`src/rtl/dds_sweep_if.sv`:
```
// Config/control bundle between the sweep sequencer and its controller.
// master drives start/abort; slave (the sequencer) drives the DDS config side.
interface dds_sweep_if;
    logic        i_start;
    logic        i_abort;
    logic [15:0] o_pinc;
    logic [15:0] o_poff;
    logic        o_cfg_valid;
    logic        o_running;
    logic        o_done;
    logic [15:0] o_step_idx;

    modport master (
        output i_start, i_abort,
        input  o_pinc, o_poff, o_cfg_valid, o_running, o_done, o_step_idx
    );

    modport slave (
        input  i_start, i_abort,
        output o_pinc, o_poff, o_cfg_valid, o_running, o_done, o_step_idx
    );
endinterface

```
`src/rtl/dds_sweep_ctrl.sv`:
```
// DDS frequency-sweep sequencer: steps the phase increment START->STOP (optionally back down).
// Define DDS_SWEEP_CONTINUOUS_EN to restart the sweep after every completion until abort/reset.
module dds_sweep_ctrl #(
    parameter logic [15:0] START_FREQ   = 16'h1000,
    parameter logic [15:0] STOP_FREQ    = 16'hF000,
    parameter logic [15:0] STEP         = 16'h0100,
    parameter int unsigned DWELL_CYCLES = 50_000,
    parameter string       MODE         = "linear",
    parameter logic [15:0] POFF         = 16'h0000
) (
    input  logic       clk,
    input  logic       rst,
    dds_sweep_if.slave bus,
    output logic [2:0] o_dbg_state
);
    localparam logic [2:0] S_IDLE   = 3'd0;
    localparam logic [2:0] S_LOAD   = 3'd1;
    localparam logic [2:0] S_DWELL  = 3'd2;
    localparam logic [2:0] S_STEP   = 3'd3;
    localparam logic [2:0] S_FINISH = 3'd4;

    localparam bit          TRIANGLE     = (MODE == "triangle");
    localparam logic [31:0] DWELL_RELOAD = DWELL_CYCLES - 32'd1;

`ifdef DDS_SWEEP_CONTINUOUS_EN
    localparam bit CONTINUOUS = 1'b1;
`else
    localparam bit CONTINUOUS = 1'b0;
`endif

    logic [2:0]  r_state;
    logic [15:0] r_pinc;
    logic [15:0] r_step_idx;
    logic [31:0] r_cnt;
    logic        r_cfg_valid;
    logic        r_running;
    logic        r_done;
    logic        r_final;
    logic        r_down;

    logic [16:0]        w_sum;
    logic signed [16:0] w_diff;
    logic               w_up_peak;
    logic               w_dn_end;
    logic [15:0]        w_next_pinc;
    logic               w_next_final;
    logic               w_next_down;
    logic               w_load;

    // 17-bit arithmetic so the clamp decisions see the carry/borrow instead of a wrapped value.
    assign w_sum     = {1'b0, r_pinc} + {1'b0, STEP};
    assign w_diff    = $signed({1'b0, r_pinc}) - $signed({1'b0, STEP});
    assign w_up_peak = (w_sum >= {1'b0, STOP_FREQ});
    assign w_dn_end  = (w_diff <= $signed({1'b0, START_FREQ}));

    always_comb begin
        w_next_pinc  = r_pinc;
        w_next_final = 1'b0;
        w_next_down  = r_down;
        if (r_down) begin
            if (w_dn_end) begin
                w_next_pinc  = START_FREQ;
                w_next_final = 1'b1;
            end else begin
                w_next_pinc = w_diff[15:0];
            end
        end else if (w_up_peak) begin
            w_next_pinc = STOP_FREQ;
            if (TRIANGLE) w_next_down = 1'b1;
            else          w_next_final = 1'b1;
        end else begin
            w_next_pinc = w_sum[15:0];
        end
    end

    // FINISH re-enters LOAD directly in continuous builds; abort always takes priority.
    assign w_load = !bus.i_abort &&
                    ((r_state == S_IDLE && bus.i_start) || (r_state == S_FINISH && CONTINUOUS));

    always_ff @(posedge clk) begin
        if (rst) begin
            r_state     <= S_IDLE;
            r_pinc      <= START_FREQ;
            r_step_idx  <= '0;
            r_cnt       <= '0;
            r_cfg_valid <= 1'b0;
            r_running   <= 1'b0;
            r_done      <= 1'b0;
            r_final     <= 1'b0;
            r_down      <= 1'b0;
        end else begin
            r_cfg_valid <= 1'b0;
            r_done      <= 1'b0;
            if (w_load) begin
                r_state     <= S_LOAD;
                r_pinc      <= START_FREQ;
                r_step_idx  <= '0;
                r_cnt       <= DWELL_RELOAD;
                r_final     <= (START_FREQ == STOP_FREQ);
                r_down      <= 1'b0;
                r_cfg_valid <= 1'b1;
                r_running   <= 1'b1;
            end else if (r_state != S_IDLE && bus.i_abort) begin
                r_state   <= S_IDLE;
                r_running <= 1'b0;
            end else begin
                case (r_state)
                    // The strobe cycle counts as the first dwell cycle.
                    S_LOAD, S_STEP, S_DWELL: begin
                        if (r_cnt == '0) begin
                            if (r_final) begin
                                r_state   <= S_FINISH;
                                r_done    <= 1'b1;
                                r_running <= CONTINUOUS;
                            end else begin
                                r_state     <= S_STEP;
                                r_pinc      <= w_next_pinc;
                                r_final     <= w_next_final;
                                r_down      <= w_next_down;
                                r_step_idx  <= r_step_idx + 16'd1;
                                r_cnt       <= DWELL_RELOAD;
                                r_cfg_valid <= 1'b1;
                            end
                        end else begin
                            r_state <= S_DWELL;
                            r_cnt   <= r_cnt - 32'd1;
                        end
                    end
                    S_FINISH: begin
                        r_state   <= S_IDLE;
                        r_running <= 1'b0;
                    end
                    default: r_state <= S_IDLE;
                endcase
            end
        end
    end

    assign bus.o_pinc      = r_pinc;
    assign bus.o_poff      = POFF;
    assign bus.o_cfg_valid = r_cfg_valid;
    assign bus.o_running   = r_running;
    assign bus.o_done      = r_done;
    assign bus.o_step_idx  = r_step_idx;
    assign o_dbg_state     = r_state;
endmodule

```
`src/flat_wrapper.sv`:
```
// flat-port wrapper written by rule: the top's interface ports become plain ports
module dds_sweep_ctrl_flat 
#(
    parameter logic [15:0] START_FREQ   = 16'h1000,
    parameter logic [15:0] STOP_FREQ    = 16'hF000,
    parameter logic [15:0] STEP         = 16'h0100,
    parameter int unsigned DWELL_CYCLES = 50_000,
    parameter string       MODE         = "      ",
    parameter logic [15:0] POFF         = 16'h0000
)
  (clk, rst, o_dbg_state, bus_i_start, bus_i_abort, bus_o_pinc, bus_o_poff, bus_o_cfg_valid, bus_o_running, bus_o_done, bus_o_step_idx);
  dds_sweep_if bus_i ();
  input  logic clk;
  input  logic rst;
  output logic [2:0] o_dbg_state;
  input wire logic [$bits(bus_i.i_start)-1:0] bus_i_start;
  input wire logic [$bits(bus_i.i_abort)-1:0] bus_i_abort;
  output wire logic [$bits(bus_i.o_pinc)-1:0] bus_o_pinc;
  output wire logic [$bits(bus_i.o_poff)-1:0] bus_o_poff;
  output wire logic [$bits(bus_i.o_cfg_valid)-1:0] bus_o_cfg_valid;
  output wire logic [$bits(bus_i.o_running)-1:0] bus_o_running;
  output wire logic [$bits(bus_i.o_done)-1:0] bus_o_done;
  output wire logic [$bits(bus_i.o_step_idx)-1:0] bus_o_step_idx;
  assign bus_i.i_start = bus_i_start;
  assign bus_i.i_abort = bus_i_abort;
  assign bus_o_pinc = bus_i.o_pinc;
  assign bus_o_poff = bus_i.o_poff;
  assign bus_o_cfg_valid = bus_i.o_cfg_valid;
  assign bus_o_running = bus_i.o_running;
  assign bus_o_done = bus_i.o_done;
  assign bus_o_step_idx = bus_i.o_step_idx;
  dds_sweep_ctrl #(.START_FREQ(START_FREQ), .STOP_FREQ(STOP_FREQ), .STEP(STEP), .DWELL_CYCLES(DWELL_CYCLES), .MODE(MODE), .POFF(POFF)) u_core (.clk(clk), .rst(rst), .bus(bus_i), .o_dbg_state(o_dbg_state));
endmodule
```
`config.mk`:
```
export PLATFORM = sky130hd
export DESIGN_NAME = dds_sweep_ctrl_flat
export DESIGN_NICKNAME = d
export VERILOG_FILES = /design/src/rtl/dds_sweep_if.sv /design/src/rtl/dds_sweep_ctrl.sv /design/src/flat_wrapper.sv
export SDC_FILE = /design/constraint.sdc
export NUM_CORES = 1
export LEC_CHECK = 0
export ABC_AREA = 1
export BUFFER_PORTS_ARGS = -buffer_cell sky130_fd_sc_hd__buf_2
export CORE_UTILIZATION = 40
export DETAILED_ROUTE_END_ITERATION = 6
export GPL_ROUTABILITY_DRIVEN = 0
export SLEW_MARGIN = 20
export SYNTH_ARGS = -nofsm -noshare
export SYNTH_HDL_FRONTEND = slang
export SYNTH_SLANG_ARGS = --single-unit
```
`constraint.sdc`:
```
create_clock -name clk -period 2.39 [get_ports clk]
set_input_delay 0.239 -clock clk [delete_from_list [all_inputs] [get_ports clk]]
set_output_delay 0.239 -clock clk [all_outputs]
set_load 0.005 [all_outputs]
```
==> impl_metrics.yaml <==
timing:
  worst_slew_pin_slew_ns: 0.6295
  fmax_ghz: 0.4929
  hold_viol_final: 0
  finalMaxSlewViolations: 0
  rsz0062_at_grt: "false"
  relSlewSlack_pct: 57.99
  finalSetupTns_ns: 0
  finalSetupViolations: 0
  min_period_over_period_pct: 84.89
  skew_ns: 0.01069
  post-route-min-period_ns: 2.029
  setup_ws_ns: 0.3611
power:
  total_power_mw: 2.818
  ir_worst_vdd_mv: 0.2619
  sequentialPowerShare_pct: 37.9
  pwr-share-comb_pct: 19.2
  intPower_mw: 1.983
  power.density_nw_per_um2: 625.8
  p_clk_share_pct: 42.8
  swShare_pct: 29.64
  power_switching_mw: 0.8354
  p_leak_nw: 2.127
global_route:
  grt_pass1_vias: 3643
  grt-ovfl-total: 0
  grt_max_degree: 30
  antenna_found_initial: 0
  grt_pass1_wl_um: 17130
  grt_use_total_pct: 20.75
layout:
  area_delta_synth_final_pct: 10.53
  finalInstanceArea_um2: 4503
  nNetsFinal: 681
  n_antenna_cell: 0
  final_layout_size_suffix_gt1_share_pct: 13.00
  final_cell_count_no_fill: 810
worst_setup_path:
  slowest_delay_ns: 0.50
  cpMaxStageDelayCell: "nor2_2"
  path_common_cell: "nand2_1"
  crit_path_max_fanout: 10
  arrival_ns: 2.30
  end_kind: "flop"
  criticalPathCategory: "flop to flop"
  crit_chain: "inv_1 -> ha_1 -> nand2_1 -> nor2_2 -> nand2_4 -> nor2_8 -> nand3_1 -> nand2_1 -> nor2_2 -> nand2_1 -> nor2_1"
  start_kind: "flop"
  cp.required_ns: 2.66
clocking:
  numCtsBuffers: 9
  ctsResizeCount: 0
  htreeDepth: 3
  cts_buffer_depth: 2
  cts_tree: "done"
  cts-hold-fix-buffers: 0
  clkSinkCount: 61
  postCtsSetupBuffers: 0
  clk_pin_slew_worst_paths_ns: 0.07
  cts-root-buf: "clkbuf_8"
  clk_latency_ns: 0.34
synth:
  yosysUniqueCellTypes: 34
  ys_top_cells_by_area: "dfxtp_1 (30%), nand2_1 (13%), nor2_1 (11%)"
  synthCells: 639
  syn_avg_cell_area_um2: 6.375
  yosysTopAreaCell: "dfxtp_1"
  synth_seq_cells: 61
  ys_seq_area_share_pct: 29.98
  syn-cell-area_um2: 4074
  yosys-top-cells-count: "nand2_1 (142), nor2_1 (122), inv_1 (74)"
  synth-warning-count: 0
  yosysMostFrequentCell: "nand2_1"
  yosys.area.top_type_share_pct: 29.98
  synthFlopType: "dfxtp_1"
  synth_enable_flop_cells: 0
  async_flop_share_pct: 0
detailed_routing:
  drcViolationCount: 0
  first_pass_iters: 5
  drt-initial-drc-count: 217
  wl_um: 10200
  vias: 3959
  vias_per_cell: 4.888
  final_antenna_net_count: 0
  wl_per_cell_um: 12.60
min_path:
  hp-class: "primary input to flop"
placed_design:
  hpwl_um: 7525
  place_ws_ns: 0.4009
  placed_area_um2: 4244
  portBuffers: 33
  placed_cells: 794
floorplanning:
  dieArea_um2: 10590
  die_h_um: 102.9
  die_x_um: 102.9
  core-area_um2: 9819
  rows: 36
  io_pins: 58
  start_util_pct: 41.49
flow_run:
  cap_violations: 0
outcome:
  status: "finished, final reports clean"
worst paths after layout:
kind                                  start                   endpoint  slack, ns  depth (start not counted)
setup / recovery            u_core.r_cnt[0]           u_core.r_cnt[12]       0.36                         11
hold / removal                          rst      u_core.o_dbg_state[0]       0.13                          2
setup reg to reg            u_core.r_cnt[0]           u_core.r_cnt[12]       0.36                         11
hold reg to reg   u_core.bus.o_step_idx[14]  u_core.bus.o_step_idx[14]       0.49                          2
cells by family (layout without fill, tap and decap cells):
logic type | after synthesis | in the layout | synth area share, %
DFF | 61 | 61 | 29.98
xor gates and xnor gates | 23 | 23 | 4.945
other | 1 | 24 | 0.09205
AOI/OAI and AO/OA | 65 | 65 | 8.815
adders and majority gates | 5 | 5 | 1.536
buffers and inverters | 114 | 129 | 14.13
and+or+nand+nor | 370 | 370 | 40.51
layout by cell type, fill, tap and decap left out, types with 4 or more instances in the layout:
cell type / instances
nand2_1: 142
nor2_1: 122
inv_1: 74
dfxtp_1: 61
nand3_1: 47
buf_2: 33
a21oi_1: 28
o21ai_0: 27
conb_1: 24
nand4_1: 15
xor2_1: 15
nor2_2: 12
clkbuf_8: 12
nor3_1: 11
xnor2_1: 8
nand2_2: 6
nor2_4: 6
ha_1: 5
nand2_4: 4
flip-flops by register name, summed over array words and instances (netlist names):
register,count
u_core.bus.o_pinc,8
u_core.bus.o_running,1
u_core.bus.o_step_idx,16
u_core.o_dbg_state,3
u_core.r_cnt,32
u_core.r_final,1
layout make-up:
class / count / area [µm²]
Multi-Input combinational cell: 487 / 2364
Clock inverter: 3 / 90.09
Inverter: 76 / 285.3
Sequential cell: 61 / 1221
Tap cell: 133 / 166.4
Clock buffer: 13 / 168.9
Fill cell: 1057 / 5316
Timing Repair Buffer: 37 / 207.7
worst max-delay path, delay by kind of cell, from the launching register on:
family	cells	cell delay (ns)
fa+ha+maj	1	0.23
buf+inv	1	0.09
flops	1	0.33
simple gates	9	1.31
metrics by stage:
step           hold slack, ns  utilization, %
5_1_grt                0.1351           45.86
6_report               0.1325           45.86
4_1_cts                0.1046           45.86
3_3_place_gp           0.4625           43.22
3_5_place_dp           0.4731           43.22
2_1_floorplan          0.3081               -
per-layer routing:
layer | global-route usage (%) | part of all wire, %
met1 | 25.71 | 46
met2 | 35.23 | 46
met3 | 3.390 | 5.1
met4 | 9.534 | 2.7
met5 | 0 | 0
power groups by stage:
stage | clock, mW | combinational, mW | sequential (mW)
floorplan | 0 | 0.442 | 1.08
global placement | 0 | 0.528 | 1.09
detailed placement | 0 | 0.533 | 1.09
CTS | 1.24 | 0.536 | 1.07
global route | 1.27 | 0.611 | 1.07
finish | 1.21 | 0.542 | 1.07
Note: power is estimated with default switching activity, not from simulation.
